`src/rtl/dmem_arbiter_pkg.sv`:
```
// Shared types and constants for the data-memory arbiter.
package dmem_arbiter_pkg;

    localparam int ADDR_W = 14;
    localparam int DATA_W = 32;
    localparam int SM_W   = 3;

    // Sequencer states: SYNC waits for the memory to go quiet, IDLE arbitrates,
    // ISSUE is the single strobe cycle, WAIT follows mem_clk_stall.
    typedef enum logic [1:0] {
        ST_SYNC  = 2'd0,
        ST_IDLE  = 2'd1,
        ST_ISSUE = 2'd2,
        ST_WAIT  = 2'd3
    } state_e;

    localparam logic [DATA_W-1:0] ABORT_DATA_DEFAULT = 32'hDEADBEEF;

    // Width/sign codes as used by the rv32i core: {unsigned, size[1:0]}.
    localparam logic [SM_W-1:0] SM_BYTE   = 3'b000;
    localparam logic [SM_W-1:0] SM_HALF   = 3'b001;
    localparam logic [SM_W-1:0] SM_WORD   = 3'b010;
    localparam logic [SM_W-1:0] SM_BYTE_U = 3'b100;
    localparam logic [SM_W-1:0] SM_HALF_U = 3'b101;

endpackage

```
`src/rtl/dmem_arbiter_rr_arb2.sv`:
```
// Two-way arbiter: combinational pick plus registered last-grant pointer.
module dmem_arbiter_rr_arb2 #(
    parameter bit FIXED_PRIO = 1'b0
) (
    input  logic       clk_i,
    input  logic       reset_i,
    input  logic [1:0] req_i,
    input  logic       take_i,
    output logic       pick_o,
    output logic       any_o
);

    // last_q holds the index granted most recently; reset value 1 gives
    // requester 0 priority on the first contention.
    logic last_q;
    logic last_d;

    // Choose the winner and compute the pointer update on grant.
    always_comb begin
        any_o  = |req_i;
        pick_o = 1'b0;
        if (FIXED_PRIO) begin
            pick_o = ~req_i[0];
        end else if (&req_i) begin
            pick_o = ~last_q;
        end else begin
            pick_o = req_i[1];
        end
        last_d = take_i ? pick_o : last_q;
    end

    // Last-grant pointer register.
    always_ff @(posedge clk_i) begin
        if (reset_i) begin
            last_q <= 1'b1;
        end else begin
            last_q <= last_d;
        end
    end

endmodule

```
`src/rtl/dmem_arbiter.sv`:
```
// Arbiter/sequencer in front of the data memory's single load/store port.
// Turns level req/done handshakes into one-cycle memread/memwrite strobes and
// tracks mem_clk_stall, with a watchdog for a hung memory.
module dmem_arbiter
    import dmem_arbiter_pkg::*;
#(
    parameter bit                FIXED_PRIO     = 1'b0,
    parameter int unsigned       TIMEOUT_CYCLES = 16,
    parameter logic [DATA_W-1:0] ABORT_DATA     = ABORT_DATA_DEFAULT
) (
    input  logic              clk,
    input  logic              reset,
    input  logic              r0_req,
    input  logic              r1_req,
    input  logic              r0_we,
    input  logic              r1_we,
    input  logic [ADDR_W-1:0] r0_addr,
    input  logic [ADDR_W-1:0] r1_addr,
    input  logic [DATA_W-1:0] r0_wdata,
    input  logic [DATA_W-1:0] r1_wdata,
    input  logic [SM_W-1:0]   r0_sign_mask,
    input  logic [SM_W-1:0]   r1_sign_mask,
    output logic              r0_gnt,
    output logic              r1_gnt,
    output logic              r0_done,
    output logic              r1_done,
    output logic [DATA_W-1:0] r0_rdata,
    output logic [DATA_W-1:0] r1_rdata,
    output logic [ADDR_W-1:0] mem_addr,
    output logic [DATA_W-1:0] mem_write_data,
    output logic [SM_W-1:0]   mem_sign_mask,
    output logic              mem_memread,
    output logic              mem_memwrite,
    input  logic [DATA_W-1:0] mem_read_data,
    input  logic              mem_clk_stall,
    output logic              busy,
    output logic              err
);

    localparam logic [31:0] TO_LAST = 32'(TIMEOUT_CYCLES) - 32'd1;

    state_e                  state_q, state_d;
    logic [31:0]             cnt_q, cnt_d;
    logic                    win_q, win_d;
    logic                    we_q, we_d;
    logic [ADDR_W-1:0]       addr_q, addr_d;
    logic [DATA_W-1:0]       wdata_q, wdata_d;
    logic [SM_W-1:0]         sm_q, sm_d;
    logic                    rd_q, rd_d;
    logic                    wr_q, wr_d;
    logic [1:0]              gnt_q, gnt_d;
    logic [1:0]              done_q, done_d;
    logic [1:0][DATA_W-1:0]  rdata_q, rdata_d;
    logic                    err_q, err_d;

    logic pick;
    logic any_req;
    logic take;

    dmem_arbiter_rr_arb2 #(
        .FIXED_PRIO (FIXED_PRIO)
    ) u_arb (
        .clk_i   (clk),
        .reset_i (reset),
        .req_i   ({r1_req, r0_req}),
        .take_i  (take),
        .pick_o  (pick),
        .any_o   (any_req)
    );

    // Next-state logic; strobes, grants and dones default to 0 so they can
    // only ever be high for the single cycle they are set.
    always_comb begin
        state_d = state_q;
        cnt_d   = cnt_q;
        win_d   = win_q;
        we_d    = we_q;
        addr_d  = addr_q;
        wdata_d = wdata_q;
        sm_d    = sm_q;
        rd_d    = 1'b0;
        wr_d    = 1'b0;
        gnt_d   = 2'b00;
        done_d  = 2'b00;
        rdata_d = rdata_q;
        err_d   = err_q;
        take    = 1'b0;

        case (state_q)
            ST_SYNC: begin
                // The memory has no reset; wait until it is not mid-access.
                if (!mem_clk_stall) begin
                    state_d = ST_IDLE;
                end
            end
            ST_IDLE: begin
                if (any_req) begin
                    take        = 1'b1;
                    win_d       = pick;
                    we_d        = pick ? r1_we        : r0_we;
                    addr_d      = pick ? r1_addr      : r0_addr;
                    wdata_d     = pick ? r1_wdata     : r0_wdata;
                    sm_d        = pick ? r1_sign_mask : r0_sign_mask;
                    rd_d        = pick ? ~r1_we       : ~r0_we;
                    wr_d        = pick ? r1_we        : r0_we;
                    gnt_d[pick] = 1'b1;
                    state_d     = ST_ISSUE;
                end
            end
            ST_ISSUE: begin
                // Gives the memory one edge to see the strobe and raise stall.
                cnt_d   = 32'd0;
                state_d = ST_WAIT;
            end
            ST_WAIT: begin
                if (!mem_clk_stall) begin
                    done_d[win_q] = 1'b1;
                    if (!we_q) begin
                        rdata_d[win_q] = mem_read_data;
                    end
                    state_d = ST_IDLE;
                end else if ((TIMEOUT_CYCLES != 0) && (cnt_q == TO_LAST)) begin
                    err_d         = 1'b1;
                    done_d[win_q] = 1'b1;
                    if (!we_q) begin
                        rdata_d[win_q] = ABORT_DATA;
                    end
                    state_d = ST_SYNC;
                end else begin
                    cnt_d = cnt_q + 32'd1;
                end
            end
            default: begin
                state_d = ST_SYNC;
            end
        endcase
    end

    // State and output registers; reset drops any in-flight transaction.
    always_ff @(posedge clk) begin
        if (reset) begin
            state_q <= ST_SYNC;
            cnt_q   <= '0;
            win_q   <= 1'b0;
            we_q    <= 1'b0;
            addr_q  <= '0;
            wdata_q <= '0;
            sm_q    <= '0;
            rd_q    <= 1'b0;
            wr_q    <= 1'b0;
            gnt_q   <= '0;
            done_q  <= '0;
            rdata_q <= '0;
            err_q   <= 1'b0;
        end else begin
            state_q <= state_d;
            cnt_q   <= cnt_d;
            win_q   <= win_d;
            we_q    <= we_d;
            addr_q  <= addr_d;
            wdata_q <= wdata_d;
            sm_q    <= sm_d;
            rd_q    <= rd_d;
            wr_q    <= wr_d;
            gnt_q   <= gnt_d;
            done_q  <= done_d;
            rdata_q <= rdata_d;
            err_q   <= err_d;
        end
    end

    assign r0_gnt         = gnt_q[0];
    assign r1_gnt         = gnt_q[1];
    assign r0_done        = done_q[0];
    assign r1_done        = done_q[1];
    assign r0_rdata       = rdata_q[0];
    assign r1_rdata       = rdata_q[1];
    assign mem_addr       = addr_q;
    assign mem_write_data = wdata_q;
    assign mem_sign_mask  = sm_q;
    assign mem_memread    = rd_q;
    assign mem_memwrite   = wr_q;
    assign busy           = (state_q != ST_IDLE);
    assign err            = err_q;

endmodule

```
`config.mk`:
```
export PLATFORM = sky130hd
export DESIGN_NAME = dmem_arbiter
export DESIGN_NICKNAME = d
export VERILOG_FILES = /design/src/rtl/dmem_arbiter_pkg.sv /design/src/rtl/dmem_arbiter_rr_arb2.sv /design/src/rtl/dmem_arbiter.sv
export SDC_FILE = /design/constraint.sdc
export NUM_CORES = 1
export LEC_CHECK = 0
export ABC_AREA = 0
export CELL_PAD_IN_SITES_DETAIL_PLACEMENT = 1
export CELL_PAD_IN_SITES_GLOBAL_PLACEMENT = 1
export CORE_ASPECT_RATIO = 0.9
export CORE_MARGIN = 1.5
export CORE_UTILIZATION = 32
export DETAILED_ROUTE_END_ITERATION = 8
export PLACE_DENSITY = 0.9
export SYNTH_ARGS = -nofsm -noshare
export SYNTH_HDL_FRONTEND = slang
export SYNTH_SLANG_ARGS = --single-unit
export TNS_END_PERCENT = 30
```
`constraint.sdc`:
```
create_clock -name clk -period 2.1 [get_ports clk]
set_input_delay 0.42 -clock clk [delete_from_list [all_inputs] [get_ports clk]]
set_output_delay 0.42 -clock clk [all_outputs]
set_load 0.02 [all_outputs]
```
After elaboration in Yosys (flattened, before gate mapping)
Index checks and enable logic that the tools add are counted.
Storage, ports and cells
  register bits: 157
  input port bits: 137
  output and inout bits: 121
  logic and storage cells: 84
Cells by class
  $add $sub $neg: 1
  $lt $le $gt $ge: 4
  eq/ne operators: 13
  multiplexer cells: 29
  bitwise logic cells: 9
  reduce and logical (&&, ||, !) cells: 13
Operator list (count)
  2-to-1 mux 64 bit: 4
  2-to-1 mux 32 bit: 4
  bitwise mux 64 bit: 1
  case mux 32 bit (2 select lines): 1
  OR 48 bit: 1
  adder 32 x 1 -> 32 bit, second input constant: 1
  demux 32 bit (select 1 bit): 1
  equality test 32 x 4 -> 1 bit, second input constant: 1
  AND 16 bit: 1
  NOT 16 bit: 1
  2-to-1 mux 14 bit: 1
  2-to-1 mux 2 bit: 6
  != test 2 bit, second input constant: 6
  AND reduction 3 bit: 3
  case mux 2 bit (4 select lines): 1
  2-to-1 mux 1 bit: 7
  NOT 1 bit: 6
  equality test 2 bit, second input constant: 2
  less-than comparator 1 x 2 -> 1 bit, second input constant: 2
  != test 2 x 1 -> 1 bit, second input constant: 2
  AND reduction 2 bit: 2
  AND reduction 4 bit: 1
  OR reduction 2 bit: 2
  2-to-1 mux 3 bit: 1
  8 further kinds: 11

Logic depth before layout (Yosys ltp)
Gate-level depths: netlist (run 1).
  depth in word-level cells: 9
  gate-level depth with buffers: 8
  depth with buffers taken out: 7

Hierarchy
Synthesis (run 1) repeated with hierarchy kept, for this count alone.
Second synthesis, totals
  cell total of the unflattened synthesis: 795
  area, all modules: 7053.0 sq um
Modules (own cells, without submodules)
  dmem_arbiter: instances 1, cells an instance 790, area an instance 7004.2 sq um
  dmem_arbiter_rr_arb2: instances 1, cells an instance 5, area an instance 48.8 sq um

Worst setup path after synthesis (run 1)
Ideal clock, no wire load.
  kind: register -> register
  from: register cnt_q[0]
  to: register rdata_q, in the netlist r0_rdata[4]
  library setup time: 0.133 ns
  data arrival time: 1.698 ns
  data required time: 1.967 ns
  setup slack: 0.269 ns
  stages on the path, launching flop included: 9
  buffers on the path: 2
  period minus slack after synthesis: 1.831 ns
  path through: dfxtp_1 ha_1 and3_1 nand4_1 clkbuf_8 o21a_1 clkbuf_1 o21ai_0 a21oi_1
Between the ends
  word-level cells in the longest chain between the ends: 3
  elaborated cells between the ends (all ways): 4
  those cells by class: eq/ne: 3; reduce/logical: 1
RTL lines
  from (decl): RTL line dmem_arbiter.sv:43  | logic [31:0] cnt_q, cnt_d;
  from (signal assigned): RTL line dmem_arbiter.sv:157  | cnt_q <= cnt_d;
  equality test 32 x 4 -> 1 bit *: RTL line dmem_arbiter.sv:122  | end else if ((TIMEOUT_CYCLES != 0) && (cnt_q == TO_LAST)) begin
  != test 2 bit (no line) or != test 2 x 1 -> 1 bit (tied branches)
  AND reduction 4 bit (no line) *
  to (signal assigned): RTL line dmem_arbiter.sv:167  | rdata_q <= rdata_d;
  to (decl): RTL line dmem_arbiter.sv:53  | logic [1:0][DATA_W-1:0] rdata_q, rdata_d;
Mark *: on every way between the ends. The rest lies on a longest branch, timed or not.
A chain may end at the register's enable or synchronous reset.

Worst setup path in the final report (run 1)
  from: register cnt_q[0]
  to: register cnt_q[5]
Between the ends
  word-level cells in the longest chain between the ends: 4
  elaborated cells between the ends (all ways): 7
  those cells by class: add/sub: 1; eq/ne: 2; mux: 3; reduce/logical: 1
RTL lines
  adder 32 x 1 -> 32 bit: RTL line dmem_arbiter.sv:130  | cnt_d = cnt_q + 32'd1;
  2-to-1 mux 32 bit: RTL line dmem_arbiter.sv:122
  2-to-1 mux 32 bit: RTL line dmem_arbiter.sv:116  | if (!mem_clk_stall) begin
  case mux 32 bit (2 select lines): RTL line dmem_arbiter.sv:89  | case (state_q)
Several ways; a longest one is shown, not always the timed one. The select of a mux whose other input is x is not followed.

==> impl_results.md, run 1 <==
* Status: finished, final reports clean
* Total Power at 9.89 mW
* Total number of vias at 6,607
* Peak per-stage delay on the critical path at 350 ps
* Proportion of synthesized area in mux cells at 7.85%
* Initial Util at about a third
* Final instance area at 10,300 sq um
* Simple logic cell fraction of the synthesized area at 17.2%
* Leakage power total at 3.78 nW
* Worst slew margin relative to its limit at 56.4%
* Clock share of power at 31.6%
* Count leader, synth: dfxtp_1
* Largest voltage drop on the vdd net at 541 uV
* Skew-Pair Late Insertion Delay at 420 ps
* Clock-pin slew on the worst setup and hold paths at 60 ps
* Final cell count without fillers at 1,264
* Type of element capturing the critical path: flop
* Slew Viols, Final at 0
* Worst min-delay path class: in -> reg
* Switch share at 33.1%
* Pin count of the biggest net entering global routing at 62
* Total internal power at 6.62 mW
* Fraction of power consumed by combinational cells at 31.9%
* Post-synthesis sequential element count at 157
* Number of hold-repair buffers added at the cts stage at 0
* Initial DRC Count at around 410
* Worst-path cell with the longest stage delay: dfxtp_1
* Top routing layer used: met4
* Placer's final routability congestion estimate at 0.893
* Length of routed met2 wiring at 12.4 mm
* Period Utilization, post-route at a little over nine tenths
* Die extent in y at 138 um
* Final worst clock skew at 12.1 ps
* Number of standard cells after synthesis at 716
* Layout cells sized above 1 at a little over a tenth
* Worst hold slack across all endpoints at 435 ps
* Setup Crit Path Kind: reg -> reg
* Post-layout worst setup margin at just over 50 ps
* Final period demand of the worst path at about 2000 ps
* Sequential Power Share at 36.5%
* Die X-Extent at 153 um
* Via density per instance at 5.23
* Clock tree from TritonCTS: yes
* CTS HTree Levels at 4
* Number of ports placed on the die boundary at roughly 260
* Number of setup violations in the final report at 0
* Most repeated library cell on the critical path: buf_4
* Post-Syn Area at 6510 sq um
* Final Hold Vio Count at 0
* Number of remaining DRC errors at 0
* Vias in the first global route at 7,011
* Sum of routed wire length over all layers at 24.4 mm
* Area growth, synth to finish at 58.4%
* Total overflow reported by the global router at 0
* Net count after synthesis at 859
* Clock tree root driver cell: clkbuf_16
* Post-synth EDFFs at 0
* Async set-or-reset flop fraction in the synthesized netlist at 0%
* Adder-cell share of the synthesized area at 1.15%
* Core footprint at 20,000 sq um
* Post-synth top area cell: dfxtp_1
* Router iterations before antenna repair at 4
* Syn_area_per_cell at about 9.1 sq um
* Routed length per placed instance at between 15 and 20 um
* CTS buffer count at 17
* Critical path data required time at 2400 ps
* Worst EP arrival at 2350 ps
* CTS sink cnt at 157
* Routed met3 length at 1.48 mm
* Main combinational cell family by area after synthesis: compound AO/OA/AOI/OAI gates
* Met1 wire length at 9.99 mm
* Count of standard-cell rows at 49
* Count of unique library cells instantiated by Yosys at 52
* Initial antenna violation count at 0
* Placed cell count at 1,230
* Prevailing post-synth register cell: dfxtp_1
* Number of nets in the finished design at ~1,100
* Estimated wirelength of the detail-placed design at approximately 18 mm
* XOR/XNOR share of the synthesized area at under 10%
* Post-DRT Antenna Nets at 0
* Die area at 21,200 sq um
* Complex-gate fraction of the synthesized area at 19.2%
* Leading cell types by total area after synthesis: dfxtp_1 48%, mux2i_1 7.8%, o21ai_0 6.3%
* Power per unit of standard cell area at ~960 nW/um^2
* Port-buffer cells at 257
* Ant. Diodes at 0
* Global-route total usage across every layer at 22.8%
* Total of max-cap violations at 0
* Final Core Density at 51.6%
* Post-DP Area at just under 10,000 sq um
* Worst slew pin tran at 653 ps
* CTS Buffer Depth at 2
* Ordered list of cells on the worst path: ha_2 > and3_4 > nand4_1 > buf_4 > buf_4 > o21a_1 > buf_4 > a31oi_1 > o21ai_0
* Category of the worst setup path launch point: flop
* Share of Yosys cell area claimed by the top area cell type at 48.3%
* Final total negative setup slack at 0 ps
* Most instantiated cells after synthesis: 157 x dfxtp_1, 84 x nor2_1, 82 x o21ai_0
* Switch Pwr at roughly 3.3 mW
* Worst-path maximum fanout at 11
* Wire length of the first global-routing pass at 38.0 mm
* DP Worst Slack at -140 ps
* Peak Freq at 488 MHz
* Sequential area share after synthesis at 48.3%
* YS warnings at 0
## worst max-delay path: cells and delay by family, from the launching register on
family / cells / cell delay, ps
DFF: 1 / 350
adders and majority gates: 1 / 230
AOI/OAI and AO/OA: 3 / 470
and+or+nand+nor: 2 / 350
buffers and inverters: 3 / 540
## power groups by stage
| stage | registers [mW] | logic [mW] | clock network, mW |
|---|---|---|---|
| 2_1_floorplan | 4.05 | 1.18 | 0 |
| 3_3_place_gp | 3.64 | 3.06 | 0 |
| 3_5_place_dp | 3.67 | 3.15 | 0 |
| 4_1_cts | 3.62 | 3.17 | 3.18 |
| 5_1_grt | 3.66 | 3.41 | 3.32 |
| 6_report | 3.61 | 3.15 | 3.12 |
## cell type report
| cell class | instances | area (sq um) |
|---|---|---|
| flip-flops and latches | 157 | 3140 |
| well taps | 255 | 319 |
| fillers | 2272 | 9680 |
| clock buffers | 20 | 457 |
| clock inverters | 11 | 133 |
| inverters | 7 | 26.3 |
| repair buffers | 313 | 3060 |
| multi-input cells | 501 | 3170 |
## registers in the layout, summed over array words and instances, names as in the netlist
signal and cells:
win_q 1, r0_rdata 32, gnt_q 2, done_q 2, r1_rdata 32, we_q 1
mem_write_data 32, cnt_q 32, mem_addr 14, u_arb.last_q 1, err 1, state_q 2
mem_sign_mask 3, mem_memread 1, mem_memwrite 1
## worst paths after layout
kind | startpoint | end | slack [ps] | depth (start not counted)
worst max-delay path | cnt_q[0] | cnt_q[5] | 50 | 9
worst min-delay path | reset | cnt_q[8] | 440 | 4
worst max register to register | cnt_q[0] | cnt_q[5] | 50 | 9
worst min register to register | r0_rdata[23] | r0_rdata[23] | 460 | 2
## repair_timing
item	4_1_cts	5_1_grt
endpoints found under the setup margin	25	33
pin swaps	1	1
setup buffers	2	1
resized for setup	4	14
hold endpoints to repair	0	0
## layer usage
| layer | vias to the layer above | GRT usage (%) |
|---|---|---|
| li1 | 3147 | - |
| met1 | 3216 | 26.8 |
| met2 | 214 | 40.0 |
| met3 | 30 | 6.74 |
| met4 | 0 | 7.17 |
| met5 | - | 0 |
## cell families (layout without fill, tap and decap cells)
| group | Yosys count | in the layout |
|---|---|---|
| simple gates | 231 | 231 |
| compound gates | 196 | 196 |
| flops | 157 | 157 |
| buf+inv | 58 | 351 |
| mux | 51 | 51 |
| xor+xnor | 17 | 17 |
| fa+ha+maj | 6 | 6 |
## layout by cell type (no fill, tap or decap), types with 15 or more instances in the layout
cell,synthesis,routed
clkdlybuf4s50_1,0,255
dfxtp_1,157,157
nor2_1,84,83
o21ai_0,82,77
nand2_1,63,63
mux2i_1,51,51
a211oi_1,51,51
buf_4,0,50
nand3_1,24,24
a21oi_1,19,18
clkbuf_16,0,17
xor2_1,15,15
Power figures use the tool's default switching activity.
==> run 2, diff against run 1 <==
--- a/config.mk
+++ b/config.mk
@@ -10,9 +10,10 @@
 export CELL_PAD_IN_SITES_GLOBAL_PLACEMENT = 1
 export CORE_ASPECT_RATIO = 0.9
 export CORE_MARGIN = 1.5
-export CORE_UTILIZATION = 32
+export CORE_UTILIZATION = 33
+export CTS_BUF_LIST = sky130_fd_sc_hd__clkbuf_8
 export DETAILED_ROUTE_END_ITERATION = 8
-export PLACE_DENSITY = 0.9
+export PLACE_DENSITY = 0.92
 export SYNTH_ARGS = -nofsm -noshare
 export SYNTH_HDL_FRONTEND = slang
 export SYNTH_SLANG_ARGS = --single-unit
==> impl_results.md, run 2 (synthesized netlist as in run 1, its figures left out) <==
* Pin count of the biggest net entering global routing at 65
* Initial Util at approximately a third
* Leakage power total at 3.71 nW
* Final period demand of the worst path at between 2000 and 2500 ps
* Number of hold-repair buffers added at the cts stage at 0
* Peak per-stage delay on the critical path at 380 ps
* Total of max-cap violations at 0
* Sequential Power Share at between 30% and 40%
* Routed length per placed instance at 19.6 um
* Worst min-delay path class: in -> reg
* Number of nets in the finished design at roughly 1,100
* CTS buffer count at 17
* Worst hold slack across all endpoints at roughly 300 ps
* Total overflow reported by the global router at 0
* Clock tree root driver cell: clkbuf_8
* Fraction of power consumed by combinational cells at 34.1%
* Switch share at 34.6%
* Final worst clock skew at 20.0 ps
* Estimated wirelength of the detail-placed design at 18.4 mm
* Commonest non-fill, non-tap cells in the layout: 255 x clkdlybuf4s50_1, 156 x dfxtp_1, 83 x nor2_1
* Total internal power at 6.03 mW
* Category of the worst setup path launch point: flop
* Vias in the first global route at a little over 7,000
* Setup Crit Path Kind: reg -> reg
* CTS HTree Levels at 4
* Initial DRC Count at 242
* CTS Buffer Depth at 2
* Power per unit of standard cell area at 914 nW/um^2
* CTS sink cnt at 157
* Post-DP Area at 9640 sq um
* Worst-path cell with the longest stage delay: nor4_1
* Area taken by multi-input logic gates at 3140 sq um
* Post-layout worst setup margin at 97.1 ps
* Ordered list of cells on the worst path: nor4_1 > nand4_1 > buf_4 > buf_4 > o21a_1 > buf_12 > a31oi_1 > o21ai_0
* Number of ports placed on the die boundary at about 260
* Critical path data required time at around 2400 ps
* Global-route total usage across every layer at 24.2%
* Die extent in y at 136 um
* Wire length of the first global-routing pass at 38.5 mm
* Worst EP arrival at roughly 2300 ps
* Final Hold Vio Count at 0
* Layout cells sized above 1 at 10.4%
* Count of standard-cell rows at 48
* Register cell area after layout at ~3100 sq um
* Via density per instance at 5.31
* Worst slew margin relative to its limit at around three fifths
* Most common cell after layout, fill and taps aside: clkdlybuf4s50_1
* Type of element capturing the critical path: flop
* Port-buffer cells at around 260
* Die area at 20,600 sq um
* Initial antenna violation count at 1
* Clock-pin slew on the worst setup and hold paths at roughly 90 ps
* Clock share of power at 26.7%
* Total number of vias at between 6,000 and 7,000
* Router iterations before antenna repair at 5
* Worst slew pin tran at between 600 and 700 ps
* Sum of routed wire length over all layers at around 25 mm
* Switch Pwr at 3.20 mW
* Placer's final routability congestion estimate at 0.849
* Area growth, synth to finish at 55.2%
* Final Core Density at 52.4%
* Slack of the worst reg-to-reg path at 100 ps
* Number of remaining DRC errors at 0
* DP Worst Slack at -27.0 ps
* Final instance area at 10,100 sq um
* Post-DRT Antenna Nets at 0
* Filler Cells Inserted at around 2,200
* Core footprint at 19,300 sq um
* Slew Viols, Final at 0
* Worst-path maximum fanout at 11
* Peak Freq at 499 MHz
* Die X-Extent at 151 um
* Largest voltage drop on the vdd net at 514 uV
* Most repeated library cell on the critical path: buf_4
* Clock tree from TritonCTS: yes
* Period Utilization, post-route at between 90 and 100%
* Status: finished, final reports clean
* Skew-Pair Late Insertion Delay at around 460 ps
* Number of setup violations in the final report at 0
## run 2: cell count changes in the layout (fill, tap and decap cells not counted), moves of 3 or more
cell | previous run | this run
nor4_2 | 4 | 1
clkbuf_8 | 2 | 19
o21ai_0 | 77 | 82
clkbuf_16 | 17 | 0
buf_4 | 50 | 53
o21ai_1 | 5 | 0
nor4_1 | 3 | 6
## run 2: per-stage QoR
step | std cells | power, mW | setup TNS (ps)
after CTS | 1258 | 9.29 | 0
after detailed placement | 1227 | 6.82 | -27.0
final | 1261 | 9.23 | 0
after global placement | 1227 | 6.67 | 0
after floorplan | 716 | 5.23 | 0
after global routing | 1261 | 9.67 | -78.7
## run 2: timing repair
| item | in CTS | in global routing |
|---|---|---|
| endpoints found under the hold margin | 0 | 0 |
| setup endpoints to repair | 2 | 55 |
| pin swaps | 0 | 0 |
| resized for setup | 4 | 3 |
| buffers inserted | 0 | 2 |
## run 2: final cells by class
| class | instances | share of cell area, % |
|---|---|---|
| Antenna cell | 1 | 0.0248 |
| Clock buffer | 19 | 2.59 |
| Clock inverter | 12 | 1.61 |
| Inverter | 7 | 0.260 |
| Multi-Input combinational cell | 501 | 31.1 |
| Sequential cell | 157 | 31.1 |
| Tap cell | 250 | 3.10 |
| Timing Repair Buffer | 314 | 30.2 |
## run 2: path summary, 6_finish.rpt
kind | start | endpoint | cells past startpoint
worst min-delay path | reset | r0_rdata[24] | 2
worst max register to register | cnt_q[10] | cnt_q[5] | 8
worst min register to register | r1_rdata[23] | r1_rdata[23] | 2
worst max-delay path | cnt_q[10] | cnt_q[5] | 8
## run 2: critical path, delay by kind of cell, from the launching register on
family | cells | cell delay, ps
buffers and inverters | 3 | 510
AOI/OAI and AO/OA | 3 | 540
and+or+nand+nor | 2 | 520
DFF | 1 | 330
## run 2: power groups by stage
stage | clock network (mW) | registers, mW | logic (mW)
after detailed placement | 0 | 3.68 | 3.14
after CTS | 2.50 | 3.62 | 3.17
after global placement | 0 | 3.65 | 3.02
after global routing | 2.62 | 3.67 | 3.37
final | 2.46 | 3.62 | 3.14
after floorplan | 0 | 4.05 | 1.18
## run 2: layer usage
metal	GRT usage, %	routed length [um]	vias to the layer above
li1	-	-	3141
met1	27.2	10000	3263
met2	41.8	12100	233
met3	8.02	1770	56
met4	10.1	824	0
met5	0	0	-
